[src/rtl/axi_stream_strip_header.sv]
// axi_stream_strip_header
//
// Strips a header of S = byte_strip_cnt+1 bytes (1..DATA_BYTE_WD) from the
// front of each AXI-Stream packet. The remaining payload is realigned to the
// MSB of each beat. The first input beat is reported on the header sideband.
// Byte 0 of a beat is data[DATA_WD-1 -: 8]; keep bit DATA_BYTE_WD-1 is byte 0.
//
// Optional feature: define STRIP_KEEP_CHECK_EN to add the sticky err_keep
// output, which flags illegal keep patterns on accepted input beats.
//
// Ports:
//   clk, rst        clock, asynchronous active-high reset
//   valid_in, data_in, keep_in, last_in, ready_in        input stream
//   valid_out, data_out, keep_out, last_out, ready_out   realigned output stream
//   valid_strip, byte_strip_cnt, ready_strip             strip command (S-1)
//   valid_header, data_header, keep_header               captured header (pulse)
//   err_keep        (STRIP_KEEP_CHECK_EN only) sticky keep-legality error
module axi_stream_strip_header #(
  parameter int DATA_WD      = 32,
  parameter int DATA_BYTE_WD = DATA_WD / 8,
  parameter int BYTE_CNT_WD  = $clog2(DATA_BYTE_WD)
) (
  input  logic                    clk,
  input  logic                    rst,
  input  logic                    valid_in,
  input  logic [DATA_WD-1:0]      data_in,
  input  logic [DATA_BYTE_WD-1:0] keep_in,
  input  logic                    last_in,
  output logic                    ready_in,
  output logic                    valid_out,
  output logic [DATA_WD-1:0]      data_out,
  output logic [DATA_BYTE_WD-1:0] keep_out,
  output logic                    last_out,
  input  logic                    ready_out,
  input  logic                    valid_strip,
  input  logic [BYTE_CNT_WD-1:0]  byte_strip_cnt,
  output logic                    ready_strip,
  output logic                    valid_header,
  output logic [DATA_WD-1:0]      data_header,
  output logic [DATA_BYTE_WD-1:0] keep_header
`ifdef STRIP_KEEP_CHECK_EN
  ,
  output logic                    err_keep
`endif
);

  // Byte counts range 0..DATA_BYTE_WD, so they need one bit more than the
  // command field.
  localparam int CW = BYTE_CNT_WD + 1;
  localparam logic [CW-1:0] NB = CW'(DATA_BYTE_WD);

  typedef enum logic [1:0] {IDLE, FIRST, BODY, FLUSH} state_t;

  state_t               state, state_nxt;
  logic [DATA_WD-1:0]   res;
  logic [CW-1:0]        s_len;
  logic [CW-1:0]        l_len;
  logic [CW-1:0]        l_in;
  logic [CW+2:0]        sh_res;
  logic [CW+2:0]        sh_in;
  logic [DATA_WD-1:0]   data_raw;
  logic [DATA_BYTE_WD-1:0] keep_raw;

  function automatic logic [CW-1:0] popcount(input logic [DATA_BYTE_WD-1:0] k);
    logic [CW-1:0] c;
    c = '0;
    for (int i = 0; i < DATA_BYTE_WD; i++) c = c + CW'(k[i]);
    return c;
  endfunction

  // Mask with the top n keep bits set (n = 0..DATA_BYTE_WD).
  function automatic logic [DATA_BYTE_WD-1:0] top_bits(input logic [CW-1:0] n);
    logic [DATA_BYTE_WD-1:0] ones;
    ones = '1;
    return ~(ones >> n);
  endfunction

  function automatic logic [DATA_WD-1:0] byte_mask(input logic [DATA_BYTE_WD-1:0] k);
    logic [DATA_WD-1:0] m;
    m = '0;
    for (int i = 0; i < DATA_BYTE_WD; i++) m[i*8 +: 8] = {8{k[i]}};
    return m;
  endfunction

  assign l_in   = popcount(keep_in);
  // Residual bytes move up by S byte lanes; new-beat bytes move down by N-S.
  // When S = N the residual shifts out entirely and data_in passes unchanged.
  assign sh_res = {s_len, 3'b000};
  assign sh_in  = {(NB - s_len), 3'b000};

  always_comb begin
    state_nxt   = state;
    ready_strip = 1'b0;
    ready_in    = 1'b0;
    valid_out   = 1'b0;
    last_out    = 1'b0;
    data_raw    = '0;
    keep_raw    = '0;
    case (state)
      IDLE: begin
        ready_strip = 1'b1;
        if (valid_strip) state_nxt = FIRST;
      end
      FIRST: begin
        ready_in = 1'b1;
        if (valid_in) begin
          if (!last_in)          state_nxt = BODY;
          else if (l_in > s_len) state_nxt = FLUSH;
          else                   state_nxt = IDLE;
        end
      end
      BODY: begin
        ready_in  = ready_out;
        valid_out = valid_in;
        data_raw  = (res << sh_res) | (data_in >> sh_in);
        keep_raw  = '1;
        if (last_in && (l_in <= s_len)) begin
          last_out = 1'b1;
          keep_raw = top_bits(NB - s_len + l_in);
        end
        if (valid_in && ready_out && last_in)
          state_nxt = (l_in <= s_len) ? IDLE : FLUSH;
      end
      FLUSH: begin
        valid_out = 1'b1;
        last_out  = 1'b1;
        data_raw  = res << sh_res;
        keep_raw  = top_bits(l_len - s_len);
        if (ready_out) state_nxt = IDLE;
      end
      default: state_nxt = IDLE;
    endcase
    // The command port must read as not-ready while reset is held.
    if (rst) ready_strip = 1'b0;
  end

  assign keep_out = keep_raw;
  assign data_out = data_raw & byte_mask(keep_raw);

  always_ff @(posedge clk or posedge rst) begin
    if (rst) begin
      state        <= IDLE;
      res          <= '0;
      s_len        <= '0;
      l_len        <= '0;
      data_header  <= '0;
      keep_header  <= '0;
      valid_header <= 1'b0;
    end else begin
      state        <= state_nxt;
      valid_header <= 1'b0;
      if (state == IDLE && valid_strip)
        s_len <= CW'(byte_strip_cnt) + CW'(1);
      if (state == FIRST && valid_in) begin
        res          <= data_in;
        data_header  <= data_in;
        keep_header  <= top_bits(s_len);
        valid_header <= 1'b1;
        if (last_in) l_len <= l_in;
      end
      if (state == BODY && valid_in && ready_out) begin
        res <= data_in;
        if (last_in) l_len <= l_in;
      end
    end
  end

`ifdef STRIP_KEEP_CHECK_EN
  logic [DATA_BYTE_WD-1:0] keep_inv;
  logic                    keep_bad;

  // A legal keep is ones followed by zeros from the MSB, i.e. its inverse is
  // a contiguous run of low ones (inv & (inv+1) == 0).
  assign keep_inv = ~keep_in;
  assign keep_bad = (keep_in == '0) ||
                    ((keep_inv & (keep_inv + DATA_BYTE_WD'(1))) != '0) ||
                    (!last_in && (keep_in != '1));

  always_ff @(posedge clk or posedge rst) begin
    if (rst)                                err_keep <= 1'b0;
    else if (valid_in && ready_in && keep_bad) err_keep <= 1'b1;
  end
`endif

endmodule

[config.mk]
export PLATFORM = sky130hd
export DESIGN_NAME = axi_stream_strip_header
export DESIGN_NICKNAME = d
export VERILOG_FILES = /design/src/rtl/axi_stream_strip_header.sv
export SDC_FILE = /design/constraint.sdc
export NUM_CORES = 1
export LEC_CHECK = 0
export ABC_CLOCK_PERIOD_IN_PS = 5530
export CAP_MARGIN = 20
export CORE_UTILIZATION = 35
export DETAILED_ROUTE_END_ITERATION = 7
export PLACE_DENSITY = 0.64
export SLEW_MARGIN = 20
export SYNTH_ARGS = -nofsm -noshare
export SYNTH_HDL_FRONTEND = slang
export SYNTH_SLANG_ARGS = --single-unit
export TNS_END_PERCENT = 5
[constraint.sdc]
create_clock -name clk -period 5.53 [get_ports clk]
set_clock_uncertainty 0.15 [all_clocks]
set_input_delay 0.8295 -clock clk [delete_from_list [all_inputs] [get_ports clk]]
set_output_delay 0.8295 -clock clk [all_outputs]
set_load 0.02 [all_outputs]
# Word-level counts from Yosys, hierarchy flattened
# Index checks and enable logic that the tools add are counted.
# word_totals
inputBits	44
output_inout_bits	77
word_cells	67
ff_bits	77
# classes
eq_ne	7
n_addsub	7
bitwise	5
n_reduce_logical	10
n_mux	24
magnitude_cmp	2
shift	5
# op_table
op	count
$mux W32	2
$pmux W32 S2	1
$and A32 B32 Y32	1
$or A32 B32 Y32	1
$shl A32 B6 Y32	1
$shr A32 B6 Y32	1
$mux W2	7
$mux W3	4
$not A4 Y4	3
$shr A4 B3 Y4 const A	3
$ne A2 B2 Y1 const B	4
$pmux W2 S4	1
$pmux W4 S2	1
$logic_and A1 B1 Y1	7
$pmux W1 S2	3
$eq A2 B2 Y1 const B	2
$mux W1	4
$mux W4	1
$reduce_and A4 Y1	1
$add A2 B1 Y3	1
$add A2 B1 Y3 const B	1
$add A3 B1 Y3	1
$add A3 B3 Y3	1
$gt A3 B3 Y1	1
other kinds (7)	7

# Logic depth before layout (Yosys ltp)
# Gate-level depths: netlist of run 1.
# logic_depth
depth_word	9
mapped_depth	12
depth_no_buf	12

# Least setup slack after synthesis of run 1
# Ideal clock, no wire load.
# synth_timing
kind	in2out
from	in keep_in[0]
to	out data_out[10]
stages	11
t_required_ps	4550
path_buffers	0
slack_ps	1339
t_arrival_ps	3211
path_cell_list	inv_1 -> fa_1 -> inv_1 -> ha_1 -> ha_1 -> ha_1 -> nand3b_1 -> o21ai_1 -> o211ai_2 -> a21oi_4 -> nor2_1
# synth_between
elab_chain_cells	9
elab_cells_between_ends	11
cone_classes	add/sub: 4; order compare: 1; shift: 1; mux: 2; bitwise: 2; reduce/logical: 1
# synth_lines
element	line	source
start, declared	27	input logic [DATA_BYTE_WD-1:0] keep_in,
$add A1 B1 Y2 (*)	67	for (int i = 0; i < DATA_BYTE_WD; i++) c = c + CW'(k[i]);
$add A2 B1 Y3 (*)	67	
$add A3 B1 Y3 (*)	67	
$add A3 B3 Y3	119	keep_raw = top_bits(NB - s_len + l_in);
$shr A4 B3 Y4	75	return ~(ones >> n);
$not A4 Y4	75	
$mux W4 (*)	117	if (last_in && (l_in <= s_len)) begin
$pmux W4 S2 (*)	99	case (state)
$and A32 B32 Y32 (*)	138	assign data_out = data_raw & byte_mask(keep_raw);
end, declared	31	output logic [DATA_WD-1:0] data_out,
# Mark *: on every way between the ends. The rest lies on a longest branch, timed or not.

# Final worst setup path of run 1
# layout_timing
from	in keep_in[0]
to	out data_out[2]
# The elaborated chain is that of the path after synthesis.

==> results of run 1 <==
==> repair_timing <==
| action | CTS | global route |
|---|---|---|
| buffers inserted | 0 | 2 |
| setup endpoints to repair | 0 | 20 |
| resized for setup | 0 | 2 |
| endpoints found under the hold margin | 0 | 0 |
==> per-layer routing <==
metal | up-vias | GRT usage, %
li1 | 1789 | -
met5 | - | 0
met2 | 140 | 31.7
met1 | 1846 | 27.7
met3 | 10 | 5.25
met4 | 0 | 6.58
==> worst max path at each step <==
stage / slack, ps / end / from
global route: 40 / data_out[2] / keep_in[0]
detailed placement: 60 / data_out[16] / keep_in[0]
CTS: 60 / data_out[16] / keep_in[0]
floorplan: 1340 / data_out[10] / keep_in[0]
global placement: 130 / data_out[16] / keep_in[0]
finish: 180 / data_out[2] / keep_in[0]
==> placed cells by master (no fill, tap or decap), drive strengths merged, types with 13 or more instances in the layout <==
master	synthesis	final
a21oi	30	30
buf	18	13
clkbuf	4	13
clkdlybuf4s50	0	120
dfrtp	77	77
ha	18	18
inv	21	20
mux2	68	68
mux2i	47	47
nand2	30	30
nor2	44	44
o22ai	16	16
==> logic make-up after synthesis <==
family	after synthesis	share of synthesized area (%)
compound gates	84	12.6
xor+xnor	5	1.24
fa+ha+maj	20	5.72
buf+inv	44	4.53
flops	77	41.5
mux	115	26.7
simple gates	86	7.69
==> metrics by stage <==
stage | cell area, µm² | worst slack [ps] | utilization, %
finish | 6360 | 177 | 49.8
global route | 6360 | 44.0 | 49.8
CTS | 6330 | 58.6 | 49.5
detailed placement | 6010 | 62.1 | 47.1
global placement | 6010 | 129 | 47.1
floorplan | 4640 | 1340 | -
==> sequential cells by signal, summed over array words and instances, names as in the netlist, named ones only <==
signal        cells
keep_header       4
s_len             3
res              32
valid_header      1
data_header      32
state             2
==> critical path, cell delays in order <==
cell and delay (ps):
clkdlybuf4s50_1 460, inv_1 50, fa_1 530, inv_1 60
ha_1 180, ha_1 290, ha_1 310, nand3b_1 90
o21ai_1 130, o211ai_4 340, a21boi_4 100, buf_4 190
nor2_1 180, clkdlybuf4s50_1 640
==> final cells by class <==
| cell class | count | area (µm²) | share of cell area (%) |
|---|---|---|---|
| multi-input combinational | 310 | 2520 | 39.6 |
| sequential | 77 | 1930 | 30.3 |
| timing repair buffer | 133 | 1300 | 20.4 |
| clock buffer | 13 | 270 | 4.25 |
| tap | 172 | 215 | 3.39 |
| inverter | 22 | 83.8 | 1.32 |
| clock inverter | 3 | 42.5 | 0.669 |
==> power breakdown <==
part           internal (µW)  switching [µW]  total [µW]
clock network            386             237         623
registers                849             241        1090
logic                   1110            1240        2340
total                   2340            1720        4060
==> results.ini, run 1 <==
[hold_path]
hold_depth = 2
hold_path_class = reg -> reg

[worst_setup_path]
crit_type = in -> out
crit_arrival_ps = 4370
end_kind = primary output
required_ps = 4550
critPathLaunchType = input pin
r2r_end = state[1]
r2r-start = s_len[1]
path_max_fanout = 4
worstRegToRegCells = 8
ff2ff_setup_slack_ps = 2830

[floorplanning]
die_area_um2 = 13700
die_x_um = 117
pin_count = 121
coreArea_um2 = 12800
num_rows = 41
start_util_pct = 36.3
die_h_um = 117

[grt]
grt_overflow = 0
grt_pass1_vias = 3744
grt_pass1_wl_um = 20400
antenna_found_initial = 0
grt_use_total_pct = 20.4
grt_max_degree = 43

[placed_design]
dp.cells = 712
io_buffers = 120
dp_hpwl_um = 9210
globalplace.congestion = 0.751

[sta]
min_period_ps = 5350
finalCritPeriodShare_pct = 96.8
drv_slew = 0
max_freq_mhz = 187
holdWs_ps = 339
rsz0062_at_grt = no
final_hold_viol_count = 0
tightestPinTransition_ps = 1030
relSlewSlack_pct = 31.3
setup-violations-final = 0
tns_ps = 0

[route]
met2_length_um = 6120
routed_via_density = 5.18
drt_iter0_drc = 210
top_layer = met4
ant_nets = 0
post_drt_wl_per_cell_um = 18.2
drcViolationCount = 0
drt-total-wl_um = 13300
dr_total_vias = 3785
drt-met1-wl_um = 5970
drt_pass1_iterations = 4
wl_met3_um = 1070

[final_layout]
fill_cells = 1162
syn2layout_area_growth_pct = 37.0
fin_nets = 617
drive_above_1_share_pct = 10.0
antenna_cells = 0
fin_cells = 730

[logic_synthesis]
synth_warnings = 0
synth.distinct_cells = 42
syn_inst = 431
synth_ff_type = dfrtp_1
mappedNetlistArea_um2 = 4640
synth.avg_cell_area_um2 = 10.8
async_reset_ff_share_pct = 100
synth-seq-cells = 77
synth_top_area_share_pct = 41.5
syn_nets = 495
synthTopCellsByArea = dfrtp_1 42%, mux2_1 14%, mux2i_1 10%
yosysSeqAreaShare_pct = 41.5
synth_most_common_cell = dfrtp_1
synthTopCellsByCount = 77 x dfrtp_1, 56 x mux2_1, 47 x mux2i_1, 44 x nor2_1, 30 x nand2_1
synth_edf_count = 0
synth_top_cell_by_area = dfrtp_1

[clock_tree]
clk_path_buf_depth = 2
cts-root-buf = clkbuf_16
cts_tree = done
cts_buffers = 9
clk_pin_slew_worst_paths_ps = 60
hold_buffers = 0
cts.sinks = 77
clk_latency_ps = 340
htree_levels = 3

[pwr]
total_leakage_power_uw = 0.00267
ir_drop_v = 0.000268
power.density_nw_per_um2 = 638
power_uw = 4060

[flow_run]
maxCapViolations = 0

[status]
status = complete, no violations

(Power assumes the default switching activity.)
==> inputs of run 2 (changes only) <==
--- a/config.mk
+++ b/config.mk
@@ -8,10 +8,10 @@
 export ABC_CLOCK_PERIOD_IN_PS = 5530
 export CAP_MARGIN = 20
 export CORE_UTILIZATION = 35
+export CTS_CLUSTER_SIZE = 16
 export DETAILED_ROUTE_END_ITERATION = 7
 export PLACE_DENSITY = 0.64
 export SLEW_MARGIN = 20
 export SYNTH_ARGS = -nofsm -noshare
 export SYNTH_HDL_FRONTEND = slang
 export SYNTH_SLANG_ARGS = --single-unit
-export TNS_END_PERCENT = 5
==> results.ini, run 2 (synthesis results as in run 1) <==
[status]
status = complete, no violations

[final_layout]
antenna_cells = 0  ; unchanged
reg_top3 = data_header: 32 flops, res: 32 flops, keep_header: 4 flops
final_common_cell = clkdlybuf4s50_1
fin_nets = 618  ; +0.16%
syn2layout_area_growth_pct = 37.4
drive_above_1_share_pct = 10.0  ; -0.018 points
final_cell_mix = 120 x clkdlybuf4s50_1, 76 x dfrtp_1, 56 x mux2_1
final_util_pct = 49.9  ; +0.12 points

[pwr]
total_leakage_power_uw = 0.00267  ; +0.33%
power_uw = 4090  ; +0.85%
power.density_nw_per_um2 = 642  ; +0.61%
ir_drop_v = 0.000268  ; +0.13%

[sta]
min_period_ps = 5390  ; +40.1 ps
final_hold_viol_count = 0  ; unchanged
tightestPinTransition_ps = 1020  ; -3.84 ps
tns_ps = 0  ; unchanged
rsz0062_at_grt = no
max_freq_mhz = 185  ; -0.74%
fin_ws_ps = 137  ; -40.1 ps
drv_slew = 0  ; unchanged
finalCritPeriodShare_pct = 97.5  ; +0.73 points
relSlewSlack_pct = 31.5  ; +0.26 points
holdWs_ps = 338  ; -0.876 ps
setup-violations-final = 0  ; unchanged

[clock_tree]
clk_latency_ps = 340  ; about the same
cts-root-buf = clkbuf_16
cts_tree = done
cts.sinks = 77  ; unchanged
htree_levels = 3  ; unchanged
cts_buffers = 9  ; unchanged
clk_pin_slew_worst_paths_ps = 60  ; about the same
clk_path_buf_depth = 2  ; unchanged

[worst_setup_path]
end_kind = primary output
cpMostUsedCell = ha_1
cpPeakStageDelay_ps = 560  ; -80 ps
critPathLaunchType = input pin
path_max_fanout = 5  ; +1
crit_chain = clkdlybuf4s50_1 > inv_1 > fa_1 > inv_1 > ha_1 > ha_1 > ha_1 > a211oi_1 > o211ai_4 > a21oi_4 > buf_4 > nor2_1 > clkdlybuf4s50_1
crit_arrival_ps = 4410  ; +40 ps
crit_type = in -> out
required_ps = 4550  ; about the same
slowest_stage = clkdlybuf4s50_1

[flow_run]
maxCapViolations = 0  ; unchanged

[grt]
grt_max_degree = 43  ; unchanged
antenna_found_initial = 0  ; unchanged
grt_overflow = 0  ; unchanged
grt_use_total_pct = 20.4  ; unchanged
grt_pass1_wl_um = 20400  ; unchanged
grt_pass1_vias = 3744  ; unchanged

[route]
drcViolationCount = 0  ; unchanged
ant_nets = 0  ; unchanged
dr_total_vias = 3788  ; +0.079%
drt_iter0_drc = 211  ; +0.48%
post_drt_wl_per_cell_um = 18.2  ; about the same
drt_pass1_iterations = 4  ; unchanged
drt-total-wl_um = 13300  ; +0.23%
routed_via_density = 5.18  ; about the same

[floorplanning]
die_x_um = 117  ; unchanged
num_rows = 41  ; unchanged
die_h_um = 117  ; unchanged
pin_count = 121  ; unchanged
coreArea_um2 = 12800  ; unchanged
die_area_um2 = 13700  ; unchanged
start_util_pct = 36.3  ; unchanged

[hold_path]
hold_path_class = reg -> reg

[placed_design]
pre_cts_ws_ps = 62.1  ; unchanged
globalplace.congestion = 0.751  ; unchanged
io_buffers = 120  ; unchanged
dp_hpwl_um = 9210  ; unchanged

==> run 2: cell count changes in the layout (fill, tap and decap cells not counted) <==
| cell | delta |
|---|---|
| a211oi_1 | +1 |
| buf_12 | +1 |
| a211oi_2 | -1 |
==> run 2: critical path, delay by kind of cell <==
family                   cells  cell delay, ps
buffers and inverters        5            1310
AO/OA/AOI/OAI                3             930
AND/OR/NAND/NOR              1              60
adder cells (fa/ha/maj)      4            1300
==> run 2: power breakdown <==
group	leakage [µW]	internal (µW)	switching [µW]
registers	0.000914	849	240
clock network	0.000152	386	237
logic	0.00161	1130	1250
==> run 2: through the flow <==
| stage | cell area [µm²] | cells |
|---|---|---|
| finish | 6370 | 731 |
| CTS | 6330 | 728 |
| floorplan | 4640 | 431 |
| global placement | 6010 | 712 |
| detailed placement | 6010 | 712 |
| global route | 6370 | 731 |
==> run 2: area by class of cell <==
| class | instances | area [µm²] |
|---|---|---|
| repair buffers | 134 | 1320 |
| inverters | 22 | 83.8 |
| clock buffers | 13 | 270 |
| multi-input cells | 310 | 2510 |
| clock inverters | 3 | 42.5 |
| well taps | 172 | 215 |
| flip-flops and latches | 77 | 1930 |
| fillers | 1160 | 6400 |
==> run 2: worst paths after layout <==
kind                                 start            to  slack [ps]  cells after the start
worst max-delay path            keep_in[0]  data_out[10]         140                     13
worst min-delay path              register      register         340                      2
worst max register to register    s_len[1]      state[0]        2680                      7
worst min register to register    register      register         340                      2
max in group asynchronous              rst      s_len[0]        3440                      3
min in group asynchronous              rst      state[0]         770                      2
==> run 2: timing repair <==
item / in CTS / in global routing
gates resized for setup: 0 / 1
setup buffers: 0 / 3
setup endpoints to repair: 0 / 20
hold buffers: 0 / 0
==> run 2: layer usage <==
layer	part of all wire (%)	GRT usage (%)	up-vias
met3	6.6	5.25	5
li1	-	-	1786
met5	0	0	-
met1	46	27.7	1880
met4	0.58	6.58	0
met2	47	31.7	117
==> inputs of run 3 (changes only) <==
--- a/config.mk
+++ b/config.mk
@@ -10,7 +10,7 @@
 export CORE_UTILIZATION = 35
 export CTS_CLUSTER_SIZE = 16
 export DETAILED_ROUTE_END_ITERATION = 7
-export PLACE_DENSITY = 0.64
+export PLACE_DENSITY = 0.71
 export SLEW_MARGIN = 20
 export SYNTH_ARGS = -nofsm -noshare
 export SYNTH_HDL_FRONTEND = slang
==> results.ini, run 3 (synthesis results as in run 1) <==
[status]
status = complete, no violations

[route]
post_drt_wl_per_cell_um = 18.1  ; -0.68%
top_layer = met4
dr_total_vias = 3855  ; +1.8%
drt-met1-wl_um = 5890  ; -3.5%
wl_met3_um = 707  ; -20%
drt_iter0_drc = 156  ; -26%
drt_pass1_iterations = 4  ; unchanged
ant_nets = 0  ; unchanged
met2_length_um = 6430  ; +2.6%
drcViolationCount = 0  ; unchanged
drt-total-wl_um = 13200  ; -0.68%
routed_via_density = 5.27  ; +1.8%

[worst_setup_path]
cpMostUsedCell = ha_1
crit_type = in -> out
critPathLaunchType = input pin
cpPeakStageDelay_ps = 640  ; +80 ps
crit_arrival_ps = 4370  ; -40 ps
ff2ff_setup_slack_ps = 2910  ; +230 ps
crit_chain = clkdlybuf4s50_1 > inv_1 > fa_1 > inv_1 > ha_1 > ha_1 > ha_1 > nand3b_1 > o21ai_1 > o211ai_4 > a21oi_4 > buf_4 > nor2_1 > clkdlybuf4s50_1
cp_top_family = buffers and inverters
end_kind = primary output
required_ps = 4550  ; about the same
cp_num_buf_inv = 5  ; unchanged
slowest_stage = clkdlybuf4s50_1
path_max_fanout = 4  ; -1

[sta]
tns_ps = 0  ; unchanged
drv_slew = 0  ; unchanged
rsz0062_at_grt = no
max_freq_mhz = 187  ; +0.76%
finalCritPeriodShare_pct = 96.8  ; -0.74 points
relSlewSlack_pct = 27.2  ; -4.3 points
setup-violations-final = 0  ; unchanged
final_hold_viol_count = 0  ; unchanged
tightestPinTransition_ps = 1080  ; +59.3 ps
min_period_ps = 5350  ; -40.8 ps

[floorplanning]
coreArea_um2 = 12800  ; unchanged
pin_count = 121  ; unchanged
die_x_um = 117  ; unchanged
die_area_um2 = 13700  ; unchanged
start_util_pct = 36.3  ; unchanged
die_h_um = 117  ; unchanged
num_rows = 41  ; unchanged

[final_layout]
fill_cells = 1144  ; -1.4%
reg_top3 = data_header: 32 flops, res: 32 flops, keep_header: 4 flops
final_common_cell = clkdlybuf4s50_1
fin_nets = 618  ; unchanged
final_cell_mix = 120 x clkdlybuf4s50_1, 76 x dfrtp_1, 56 x mux2_1
final_area_um2 = 6350  ; -0.35%
multi_input_area_um2 = 2520  ; +0.20%
syn2layout_area_growth_pct = 36.9
antenna_cells = 0  ; unchanged
area.sequential_um2 = 1930  ; unchanged
drive_above_1_share_pct = 10.0  ; unchanged

[clock_tree]
clk_pin_slew_worst_paths_ps = 60  ; about the same
cts_tree = done
htree_levels = 3  ; unchanged
cts_buffers = 9  ; unchanged
clk_path_buf_depth = 2  ; unchanged
cts-root-buf = clkbuf_16
cts.sinks = 77  ; unchanged
clk_latency_ps = 340  ; about the same
hold_buffers = 0  ; unchanged

[flow_run]
maxCapViolations = 0  ; unchanged

[hold_path]
hold_path_class = reg -> reg

[pwr]
total_leakage_power_uw = 0.00266  ; -0.42%
power.density_nw_per_um2 = 638  ; -0.70%
power_uw = 4050  ; -1.0%
ir_drop_v = 0.000334  ; +25%

[placed_design]
dpl_cell_area_um2 = 6030  ; +0.33%
dp_hpwl_um = 9230  ; +0.20%
io_buffers = 120  ; unchanged
globalplace.congestion = 0.781  ; +4.1%

[grt]
grt_pass1_wl_um = 20600  ; +0.71%
antenna_found_initial = 0  ; unchanged
grt_max_degree = 42  ; -2.3%
grt_use_total_pct = 20.3  ; -0.096 points
grt_overflow = 0  ; unchanged
grt_pass1_vias = 3920  ; +4.7%

[run 3: area by class of cell]
cell class	instances	share of cell area (%)
tap	172	3.39
timing repair buffer	134	20.8
clock inverter	5	0.828
sequential	77	30.4
inverter	22	1.32
clock buffer	11	3.67
multi-input combinational	310	39.7
[run 3: report_power, final]
group	total (µW)	switching [µW]	internal [µW]
Sequential	1080	234	849
Combinational	2400	1270	1130
Clock	569	222	347
Total	4050	1720	2320
[run 3: routing by layer]
metal | track usage [%] | vias to the layer above
met5 | 0 | -
met4 | 6.58 | 0
met3 | 4.84 | 19
met2 | 34.1 | 115
met1 | 25.7 | 1922
li1 | - | 1799
[run 3: worst register-to-register path, stage by stage (launching register included)]
cell	delay, ps
dfrtp_1	410
inv_1	140
ha_1	720
a21oi_1	210
nand2b_1	200
buf_4	270
mux2_1	400
[run 3: path summary, 6_finish.rpt]
kind / startpoint / to / cells after the start
max: keep_in[0] / data_out[21] / 14
min: keep_header[3] / keep_header[3] / 2
max reg2reg: state[0] / res[11] / 6
min reg2reg: keep_header[3] / keep_header[3] / 2
max in group asynchronous: rst / s_len[0] / 3
min in group asynchronous: rst / data_header[24] / 2
[run 3: metrics by stage]
step                hold slack, ps  util, %  setup WS [ps]  std cells
floorplan                      300        -           1340        431
global placement               319     47.2            145        713
detailed placement             323     47.2           42.3        713
CTS                            336     49.5           34.2        729
global route                   358     49.7           8.92        731
finish                         326     49.7            178        731
[run 3: what timing repair did]
| action | 4_1_cts | 5_1_grt |
|---|---|---|
| setup buffers | 0 | 2 |
| gates resized for setup | 0 | 2 |
| endpoints found under the setup margin | 0 | 19 |
